File: config.mk
export PLATFORM = sky130hd
export DESIGN_NAME = instr_issue
export DESIGN_NICKNAME = d
export VERILOG_FILES = /design/src/rtl/instr_issue_pkg.sv /design/src/rtl/instr_issue_fifo.sv /design/src/rtl/instr_issue.sv
export SDC_FILE = /design/constraint.sdc
export NUM_CORES = 1
export LEC_CHECK = 0
export BUFFER_PORTS_ARGS = -buffer_cell sky130_fd_sc_hd__buf_2
export CAP_MARGIN = 20
export CORE_MARGIN = 5
export CORE_UTILIZATION = 44
export CTS_CLUSTER_SIZE = 14
export DETAILED_ROUTE_END_ITERATION = 6
export GPL_TIMING_DRIVEN = 0
export PLACE_DENSITY = 0.71
export SLEW_MARGIN = 20
export SYNTH_ARGS = -nofsm -noshare
export SYNTH_HDL_FRONTEND = slang
export SYNTH_SLANG_ARGS = --single-unit
File: constraint.sdc
create_clock -name clk -period 2.42 [get_ports clk]
set_clock_uncertainty 0.05 [all_clocks]
set_input_delay 0.363 -clock clk [delete_from_list [all_inputs] [get_ports clk]]
set_output_delay 0.363 -clock clk [all_outputs]
set_load 0.01 [all_outputs]
File: src/rtl/instr_issue_pkg.sv
// instr_issue_pkg: widths, FSM encoding and field layout shared by the issue
// unit and the decoder. Instruction words are packed as {opcode, b, c}, opcode in the MSBs.
package instr_issue_pkg;
    localparam int OP_W    = 4;
    localparam int REG_W   = 6;
    localparam int INSTR_W = OP_W + 2 * REG_W;

    typedef enum logic [1:0] {
        IDLE    = 2'd0,
        ISSUE   = 2'd1,
        HOLD    = 2'd2,
        RELEASE = 2'd3
    } state_t;
endpackage

File: src/rtl/instr_issue_fifo.sv
// instr_fifo: DEPTH x WIDTH circular queue with occupancy count and full/empty flags.
module instr_fifo #(
    parameter int DEPTH = 4,
    parameter int WIDTH = 16,
    localparam int AW = $clog2(DEPTH),
    localparam int CW = AW + 1
) (
    input  logic             clk,
    input  logic             rst_n,
    input  logic             push,
    input  logic             pop,
    input  logic [WIDTH-1:0] wdata,
    output logic [WIDTH-1:0] rdata,
    output logic [CW-1:0]    count,
    output logic             full,
    output logic             empty
);
    logic [WIDTH-1:0] mem [DEPTH];
    logic [AW-1:0]    wptr, rptr;
    logic             do_push, do_pop;

    assign full    = count == CW'(DEPTH);
    assign empty   = count == '0;
    assign do_push = push && !full;
    assign do_pop  = pop && !empty;
    assign rdata   = mem[rptr];

    always_ff @(posedge clk) begin
        if (!rst_n) begin
            wptr  <= '0;
            rptr  <= '0;
            count <= '0;
        end else begin
            wptr  <= wptr + AW'(do_push);
            rptr  <= rptr + AW'(do_pop);
            count <= count + CW'(do_push) - CW'(do_pop);
        end
    end

    always_ff @(posedge clk)
        if (do_push) mem[wptr] <= wdata;
endmodule

File: src/rtl/instr_issue.sv
// instr_issue: queues packed instructions and hands them to the decoder through
// an issue/hold/release handshake with a timeout on decoder acceptance.
module instr_issue
    import instr_issue_pkg::*;
#(
    parameter int OP_WIDTH    = OP_W,
    parameter int REG_WIDTH   = REG_W,
    parameter int INSTR_WIDTH = OP_WIDTH + 2 * REG_WIDTH,
    parameter int DEPTH       = 4,
    parameter int TIMEOUT     = 15
) (
    input  logic                   clk,
    input  logic                   rst_n,
    input  logic                   in_valid,
    output logic                   in_ready,
    input  logic [OP_WIDTH-1:0]    in_opcode,
    input  logic [REG_WIDTH-1:0]   in_b,
    input  logic [REG_WIDTH-1:0]   in_c,
    output logic [INSTR_WIDTH-1:0] instr,
    output logic                   triggered,
    input  logic                   indicate_busy,
    output logic                   check_busy,
    input  logic                   trigger,
    output logic                   timeout_err,
    output logic [$clog2(DEPTH):0] count
);
    localparam int TW = $clog2(TIMEOUT + 1);

    state_t                 state;
    logic [TW-1:0]          tcnt;
    logic [INSTR_WIDTH-1:0] head;
    logic                   full, empty, pop, expire;

    assign expire   = state == ISSUE && !indicate_busy && tcnt == TW'(TIMEOUT - 1);
    assign pop      = expire || (state == RELEASE && trigger && !indicate_busy);
    assign in_ready = !full;

    instr_fifo #(.DEPTH(DEPTH), .WIDTH(INSTR_WIDTH)) u_fifo (
        .clk   (clk),
        .rst_n (rst_n),
        .push  (in_valid),
        .pop   (pop),
        .wdata (INSTR_WIDTH'({in_opcode, in_b, in_c})),
        .rdata (head),
        .count (count),
        .full  (full),
        .empty (empty)
    );

    always_ff @(posedge clk) begin
        if (!rst_n) begin
            state       <= IDLE;
            instr       <= '0;
            triggered   <= 1'b0;
            check_busy  <= 1'b1;
            timeout_err <= 1'b0;
            tcnt        <= '0;
        end else begin
            case (state)
                IDLE: if (!empty) begin
                    state     <= ISSUE;
                    instr     <= head;
                    triggered <= 1'b1;
                    tcnt      <= '0;
                end
                ISSUE: if (indicate_busy) begin
                    state     <= HOLD;
                    triggered <= 1'b0;
                    tcnt      <= '0;
                end else if (expire) begin
                    // Decoder never took the word: drop it and flag it permanently
                    state       <= IDLE;
                    triggered   <= 1'b0;
                    timeout_err <= 1'b1;
                    tcnt        <= '0;
                end else begin
                    tcnt <= tcnt + TW'(1);
                end
                HOLD: begin
                    state      <= RELEASE;
                    check_busy <= 1'b0;
                end
                RELEASE: if (trigger && !indicate_busy) begin
                    state      <= IDLE;
                    check_busy <= 1'b1;
                end
            endcase
        end
    end
endmodule

==> flow_metrics.py, run 1 <==
metrics = {
    "logic_synthesis": {
        "netlist.area_leader.share_pct": 52.0,
        "yosysMostFrequentCell": "edfxtp_1",
        "synth.area.top_cells": "edfxtp_1, dfxtp_1, mux4_1",
        "syn-mean-instance-area_sq_um": 17.6,
        "synth_cell_types": 40,
        "yosys_warnings": 0,
        "synth-edff-count": 64,
        "syn_inst": 210,
        "synth_area_sq_um": 3700,
        "synth_seq_cells": 96,
        "ys.flop_type": "edfxtp_1",
        "synth_nets": 238,
        "netlist_top_cells_count": "edfxtp_1, dfxtp_1, a22o_2",
        "synthArstFlopShare_pct": 0,
        "seq_area_frac_synth_pct": 69.3,
        "synth_top_cell_by_area": "edfxtp_1",
    },
    "sta": {
        "finalHoldViolations": 0,
        "max_freq_mhz": 411,
        "tightest_slew_ps": 941,
        "relSlewSlack_pct": 37.2,
        "setup_viol": 1,
        "fin_crit_ps": 2430,
        "period_share_pct": 101,
        "grt_setup_unrepaired": "yes",
        "setup_ws_ps": -13.6,
        "slew_violations": 0,
        "hold_slack_ps": 156,
    },
    "worst_setup_path": {
        "crit_type": "reg -> reg",
        "slowest_delay_ps": 360,
        "crit_arrival_ps": 2670,
        "slowest_stage": "fa_2",
        "start_kind": "flip-flop",
        "crit_chain": "buf_6, nor3b_4, nand4_1, a21oi_2, ha_1, inv_1, ha_2, inv_2, fa_2, xor2_2, and2_4, nor3_2",
        "crit_fanout": 4,
        "endpoint_kind": "flip-flop",
        "required_ps": 2660,
    },
    "cts": {
        "clk_latency_ps": 360,
        "numClockSinks": 96,
        "clock_path_buffers": 2,
        "cts_tree": "built",
        "clk_pin_slew_ps": 100,
        "htreeDepth": 3,
        "cts-root-buf": "clkbuf_8",
        "cts_inserted_buffers": 9,
    },
    "global_routing": {
        "grt-ovfl-total": 0,
        "antenna_found_initial": 1,
        "grt_max_degree": 18,
        "grtUsageTotal_pct": 13.6,
        "grt_pass1_vias": 2052,
        "grt_pass1_wl_microns": 10300,
    },
    "drt": {
        "via_per_inst": 5.21,
        "wl_per_cell_microns": 17.4,
        "drt_iter0_markers": 95,
        "vias": 2006,
        "wl_microns": 6690,
        "antenna_left": 0,
        "drc": 0,
        "firstDrtPassIters": 4,
    },
    "power": {
        "leakagePower_nw": 1.60,
        "vdd_drop_max_mv": 0.325,
        "finalPower_w": 0.00383,
        "p_per_area_nw_per_um2": 875,
    },
    "placement": {
        "dpl.hpwl_microns": 4360,
        "pre_cts_slack_ps": -312,
        "dp.cells": 360,
        "io_buffers": 43,
        "place_congestion": 0.715,
    },
    "final_layout": {
        "n_antenna_cell": 0,
        "fin_util_pct": 53.2,
        "areaGrowthSynthToFinish_pct": 18.2,
        "instances_no_fill": 385,
        "fin_nets": 303,
        "layout-drive-gt1-share_pct": 41.4,
    },
    "status": {
        "status": "finished, violations left",
        "violations": "setup timing",
    },
    "floorplanning": {
        "start_util_pct": 45.0,
        "dieHeight_microns": 102,
        "rows": 33,
        "die_w_microns": 102,
        "core_sq_um": 8220,
        "ios": 44,
        "dieArea_sq_um": 10300,
    },
    "run": {
        "max-cap-violations": 0,
    },
    "hold_path": {
        "hold_class": "in -> reg",
    },
}
## final timing paths
path	startpoint	to	slack (ps)	cells past startpoint
min	in_opcode[1]	u_fifo.mem[1][13]$_DFFE_PP_	160	1
max reg2reg	state[0]$_SDFFE_PN0P_	u_fifo.count[2]$_SDFF_PN0_	-10	12
min reg2reg	timeout_err$_SDFFE_PN0P_	timeout_err$_SDFFE_PN0P_	390	2
max	state[0]$_SDFFE_PN0P_	u_fifo.count[2]$_SDFF_PN0_	-10	12
## logic make-up (layout without fill, tap and decap cells)
| family | count (synthesis) | count (layout) | synth area share, % |
|---|---|---|---|
| compound gates | 33 | 33 | 7.48 |
| mux | 16 | 16 | 10.7 |
| xor+xnor | 3 | 3 | 0.711 |
| simple gates | 36 | 36 | 6.56 |
| buf+inv | 19 | 89 | 2.74 |
| fa+ha+maj | 7 | 7 | 2.57 |
| flops | 96 | 96 | 69.3 |
## layer usage
layer / up-vias / share of wire (%) / track usage (%)
met5: - / 0.10 / 0
li1: 963 / - / -
met3: 8 / 3.4 / 4.41
met4: 2 / 1.3 / 5.83
met1: 995 / 42 / 16.2
met2: 38 / 53 / 22.6
## flip-flops by register name (all words and copies together), names as in the netlist, named ones only
| signal | flops |
|---|---|
| check_busy | 1 |
| instr | 16 |
| state | 1 |
| tcnt | 4 |
| timeout_err | 1 |
| triggered | 1 |
| u_fifo.count | 3 |
| u_fifo.mem | 64 |
| u_fifo.rptr | 2 |
| u_fifo.wptr | 2 |
## metrics by stage
step | TNS, ps | area [sq um]
after global routing | -126 | 4370
after CTS | -29.7 | 4340
final | -13.6 | 4370
after floorplan | -95.3 | 3720
after detailed placement | -411 | 4100
after global placement | -13030 | 4070
## area by class of cell
cell class / instances / area (sq um)
flip-flops and latches: 96 / 2560
multi-input cells: 95 / 1090
well taps: 105 / 131
fillers: 679 / 3850
plain buffers: 8 / 62.6
clock buffers: 10 / 128
clock inverters: 6 / 51.3
inverters: 10 / 37.5
repair buffers: 55 / 305
## layout by cell type (no fill, tap or decap), types with 4 or more instances in the layout
cell type | Yosys | layout
edfxtp_1 | 64 | 64
buf_2 | 3 | 45
dfxtp_1 | 32 | 30
a22o_2 | 15 | 15
buf_4 | 1 | 12
inv_1 | 10 | 9
mux4_1 | 9 | 9
clkbuf_8 | 0 | 9
mux4_2 | 7 | 7
nand2_1 | 5 | 5
nor2_1 | 5 | 5
o21ai_0 | 5 | 5
ha_1 | 6 | 5
buf_6 | 3 | 4
## worst max-delay path: cells and delay by family (launching register included)
| kind | cells | cell delay [ps] |
|---|---|---|
| AOI/OAI and AO/OA | 1 | 220 |
| xor gates and xnor gates | 1 | 160 |
| adders and majority gates | 3 | 780 |
| buffers and inverters | 3 | 200 |
| DFF | 1 | 340 |
| and+or+nand+nor | 4 | 620 |
## power by group
part / internal [W] / switching, W / leakage (nW)
combinational: 0.000376 / 0.000408 / 0.674
sequential: 0.00197 / 0.000116 / 0.849
clock: 0.000388 / 0.000564 / 0.0814
total: 0.00274 / 0.00109 / 1.60
## what timing repair did
action | in CTS | in global routing
gates cloned | 0 | 0
endpoints found under the setup margin | 2 | 2
resized for setup | 7 | 2
setup buffers | 5 | 5
hold buffers | 0 | 0
pin swaps | 4 | 5
(Power assumes the default switching activity.)
==> run 2, diff against run 1 <==
SKIP_CTS_REPAIR_TIMING = 1   (was unset)
==> flow_metrics.py, run 2 (synthesis gave the netlist of run 1 again) <==
metrics = {
    "global_routing": {
        "grtUsageTotal_pct": 13.4,
        "grt_pass1_vias": 2009,
        "grt_max_degree": 18,
        "antenna_found_initial": 1,
        "grt_pass1_wl_microns": 10100,
        "grt-ovfl-total": 0,
    },
    "worst_setup_path": {
        "cp_top_family": "adder cells",
        "crit_chain": "buf_6, nor3b_4, nand4_1, a21oi_2, ha_1, inv_1, ha_1, inv_2, fa_2, xor2_2, and2_4, nor3_2",
        "cp_num_buf_inv": 3,
        "start_kind": "flip-flop",
        "rr_worst_depth": 12,
        "r2r_setup_slack_ps": -160,
        "slowest_stage": "dfxtp_2",
        "endpoint_kind": "flip-flop",
        "crit_fanout": 6,
        "crit_type": "reg -> reg",
        "crit_arrival_ps": 2830,
        "r2r-start": "state[0]$_SDFFE_PN0P_",
        "slowest_delay_ps": 370,
        "regToRegEndpoint": "u_fifo.count[2]$_SDFF_PN0_",
        "path_common_cell": "ha_1",
        "required_ps": 2670,
    },
    "final_layout": {
        "areaGrowthSynthToFinish_pct": 17.7,
        "fin_nets": 301,
        "layout_common_cells": "edfxtp_1, buf_2, dfxtp_1, a22o_2",
        "layout_commonest_cell": "edfxtp_1",
        "top_register": "u_fifo.mem",
        "multiInputGateArea_sq_um": 1080,
        "final_area_sq_um": 4350,
        "reg.largest.list": "u_fifo.mem: 64 flops, instr: 16 flops, tcnt: 4 flops",
        "layout-drive-gt1-share_pct": 40.3,
        "n_antenna_cell": 0,
        "seqCellArea_sq_um": 2560,
        "largest_reg_flops": 64,
        "final.fill_count": 674,
    },
    "drt": {
        "drt_iter0_markers": 91,
        "highest_layer": "met5",
        "via_per_inst": 5.25,
        "wl_microns": 6650,
        "antenna_left": 0,
        "firstDrtPassIters": 4,
        "wl_met3_microns": 286,
        "wl_met1_microns": 2810,
        "wl_per_cell_microns": 17.4,
        "drc": 0,
        "vias": 2010,
        "wl_met2_microns": 3400,
    },
    "sta": {
        "fin_crit_ps": 2580,
        "tightest_slew_ps": 942,
        "relSlewSlack_pct": 37.1,
        "setup_viol": 1,
        "grt_setup_unrepaired": "yes",
        "finalHoldViolations": 0,
        "period_share_pct": 107,
        "setup_ws_ps": -159,
        "slew_violations": 0,
        "max_freq_mhz": 388,
    },
    "run": {
        "max-cap-violations": 0,
    },
    "placement": {
        "dpl.hpwl_microns": 4360,
        "place_congestion": 0.715,
        "pre_cts_slack_ps": -312,
        "place_area_sq_um": 4100,
        "io_buffers": 43,
    },
    "status": {
        "status": "finished, violations left",
        "violations": "setup timing",
    },
    "cts": {
        "clk_pin_slew_ps": 100,
        "clock_path_buffers": 2,
        "htreeDepth": 3,
        "cts-root-buf": "clkbuf_8",
        "numClockSinks": 96,
        "cts_inserted_buffers": 9,
        "clk_latency_ps": 370,
        "cts_tree": "built",
    },
    "floorplanning": {
        "dieHeight_microns": 102,
        "core_sq_um": 8220,
        "start_util_pct": 45.0,
        "rows": 33,
        "ios": 44,
        "die_w_microns": 102,
        "dieArea_sq_um": 10300,
    },
    "hold_path": {
        "hold_class": "in -> reg",
        "whs_path_depth": 1,
        "hold_end": "u_fifo.mem[1][13]$_DFFE_PP_",
        "min-delay-start": "in_opcode[1]",
    },
    "power": {
        "p_per_area_nw_per_um2": 879,
        "leakagePower_nw": 1.60,
        "vdd_drop_max_mv": 0.320,
    },
}
run 2: changes by cell type in the layout (fill, tap and decap cells not counted):
cell / change
buf_4: -3
buf_6: +1
ha_1: +1
ha_2: -1
nor3_1: +1
nor3_2: -1
run 2: through the flow:
step                cells  hold slack, ps  power [W]  util, %  TNS, ps
floorplan             210             375    0.00257        -    -95.3
global placement      358             383    0.00281     49.5   -13030
detailed placement    360             384    0.00286     49.9     -411
CTS                   376             141    0.00380     52.1     -422
global route          383             132    0.00401     53.0     -357
finish                383             150    0.00382     53.0     -159
run 2: layout make-up:
class | instances | area share, %
well taps | 105 | 3.02
plain buffers | 9 | 1.70
clock inverters | 6 | 1.18
flip-flops and latches | 96 | 58.9
inverters | 10 | 0.863
clock buffers | 10 | 2.93
multi-input cells | 95 | 24.9
repair buffers | 52 | 6.50
run 2: worst max path at each step:
stage          cells after the start                       start  slack, ps                    endpoint
2_1_floorplan                      3  u_fifo.count[1]$_SDFF_PN0_         -6  u_fifo.mem[0][0]$_DFFE_PP_
3_3_place_gp                       3  u_fifo.count[1]$_SDFF_PN0_       -800  u_fifo.mem[0][2]$_DFFE_PP_
3_5_place_dp                      12               indicate_busy       -310  u_fifo.count[2]$_SDFF_PN0_
4_1_cts                           12                   flip-flop       -320  u_fifo.count[2]$_SDFF_PN0_
5_1_grt                           12       state[0]$_SDFFE_PN0P_       -260  u_fifo.count[2]$_SDFF_PN0_
6_report                          12       state[0]$_SDFFE_PN0P_       -160  u_fifo.count[2]$_SDFF_PN0_
run 2: power by group:
group	internal (W)	switching, W	leakage [nW]	total, W
combinational	0.000371	0.000412	0.665	0.000783
sequential	0.00197	0.000110	0.849	0.00208
clock	0.000388	0.000570	0.0814	0.000958
run 2: metal layers:
layer  vias to the layer above  track usage (%)
li1                        959                -
met1                       992             16.2
met2                        44             21.9
met3                        13             4.41
met4                         2             5.83
met5                         -                0
==> run 3, diff against run 2 <==
SKIP_LAST_GASP = 1   (was unset)
TNS_END_PERCENT = 20   (was unset)
==> flow_metrics.py, run 3 (synthesis gave the netlist of run 1 again) <==
metrics = {
    "status": {
        "status": "finished, violations left",
        "violations": "setup timing",
    },
    "worst_setup_path": {
        "crit_type": "reg -> reg",
        "start_kind": "flip-flop",
        "crit_arrival_ps": 2740,
        "endpoint_kind": "flip-flop",
        "required_ps": 2660,
        "crit_fanout": 4,
    },
    "final_layout": {
        "layout_commonest_cell": "edfxtp_1",
        "final.fill_count": 668,
        "instances_no_fill": 388,
        "multiInputGateArea_sq_um": 1080,
        "layout-drive-gt1-share_pct": 41.0,
        "areaGrowthSynthToFinish_pct": 19.4,
        "largest_reg_flops": 64,
        "seqCellArea_sq_um": 2570,
        "top_register": "u_fifo.mem",
        "fin_nets": 306,
        "reg.largest.list": "u_fifo.mem: 64 flops, instr: 16 flops, tcnt: 4 flops",
        "n_antenna_cell": 0,
        "fin_util_pct": 53.8,
        "layout_common_cells": "edfxtp_1, buf_2, dfxtp_1, a22o_2, buf_4",
    },
    "global_routing": {
        "grt_max_degree": 18,
        "grtUsageTotal_pct": 13.4,
        "grt_pass1_vias": 2092,
        "grt-ovfl-total": 0,
        "antenna_found_initial": 0,
        "grt_pass1_wl_microns": 10400,
    },
    "placement": {
        "place_congestion": 0.817,
        "io_buffers": 43,
        "dpl.hpwl_microns": 4360,
        "dp.cells": 362,
    },
    "cts": {
        "cts_tree": "built",
        "numClockSinks": 96,
        "htreeDepth": 3,
        "clk_pin_slew_ps": 100,
        "clk_latency_ps": 360,
        "cts_inserted_buffers": 9,
        "cts-root-buf": "clkbuf_8",
        "clock_path_buffers": 2,
    },
    "sta": {
        "finalHoldViolations": 0,
        "setup_ws_ps": -80.5,
        "tightest_slew_ps": 896,
        "period_share_pct": 103,
        "final.setup.tns_ps": -80.5,
        "setup_viol": 1,
        "max_freq_mhz": 400,
        "relSlewSlack_pct": 40.2,
        "slew_violations": 0,
        "fin_crit_ps": 2500,
        "grt_setup_unrepaired": "yes",
    },
    "floorplanning": {
        "dieArea_sq_um": 10300,
        "die_w_microns": 102,
        "rows": 33,
        "dieHeight_microns": 102,
        "start_util_pct": 45.0,
        "core_sq_um": 8220,
        "ios": 44,
    },
    "drt": {
        "drt_iter0_markers": 102,
        "wl_microns": 6600,
        "wl_per_cell_microns": 17.0,
        "antenna_left": 0,
        "firstDrtPassIters": 4,
        "via_per_inst": 5.27,
        "vias": 2043,
        "drc": 0,
    },
    "power": {
        "leakagePower_nw": 1.64,
        "vdd_drop_max_mv": 0.288,
        "p_per_area_nw_per_um2": 893,
    },
    "hold_path": {
        "hold_class": "in -> reg",
    },
    "run": {
        "max-cap-violations": 0,
    },
}
-- run 3: layout make-up --
| type | count | area share [%] |
|---|---|---|
| Inverter | 10 | 0.850 |
| Clock inverter | 7 | 1.78 |
| Buffer | 9 | 1.76 |
| Multi-Input combinational cell | 95 | 24.4 |
| Timing Repair Buffer | 57 | 7.34 |
| Tap cell | 105 | 2.97 |
| Clock buffer | 9 | 2.80 |
| Sequential cell | 96 | 58.1 |
-- run 3: critical path, cell delays in order, from the launching register on --
cell     delay, ps
dfxtp_2        350
buf_8          120
nor3b_4        200
nand4_1        210
a21oi_2        230
ha_1           250
inv_1           60
ha_1           130
inv_1           50
fa_2           370
xor2_2         150
and2_4         170
nor3_2          80
-- run 3: stage by stage --
stage | area (sq um) | worst slack [ps] | hold WS (ps) | total power, W
after floorplan | 3700 | -102 | 375 | 0.00256
after detailed placement | 4100 | -378 | 386 | 0.00285
after global placement | 4050 | -873 | 383 | 0.00280
final | 4420 | -80.5 | 166 | 0.00394
after CTS | 4300 | -399 | 146 | 0.00389
after global routing | 4420 | -257 | 149 | 0.00414
-- run 3: power by group --
group / total (W) / internal [W] / switching (W)
Combinational: 0.000808 / 0.000393 / 0.000415
Sequential: 0.00208 / 0.00198 / 0.000106
Clock: 0.00105 / 0.000489 / 0.000566
-- run 3: metal layers --
metal	wire [microns]	GRT usage, %	vias up
met1	2770	16.1	1015
li1	-	-	975
met4	108	5.83	0
met5	0	0	-
met3	318	3.93	7
met2	3410	22.5	46
-- run 3: path summary, 6_finish.rpt --
check	cells after the start	slack (ps)	endpoint	from
hold reg to reg	2	400	timeout_err$_SDFFE_PN0P_	timeout_err$_SDFFE_PN0P_
setup / recovery	12	-80	u_fifo.count[2]$_SDFF_PN0_	flip-flop
hold / removal	1	170	u_fifo.mem[1][13]$_DFFE_PP_	in_opcode[1]
setup reg to reg	12	-80	u_fifo.count[2]$_SDFF_PN0_	flip-flop
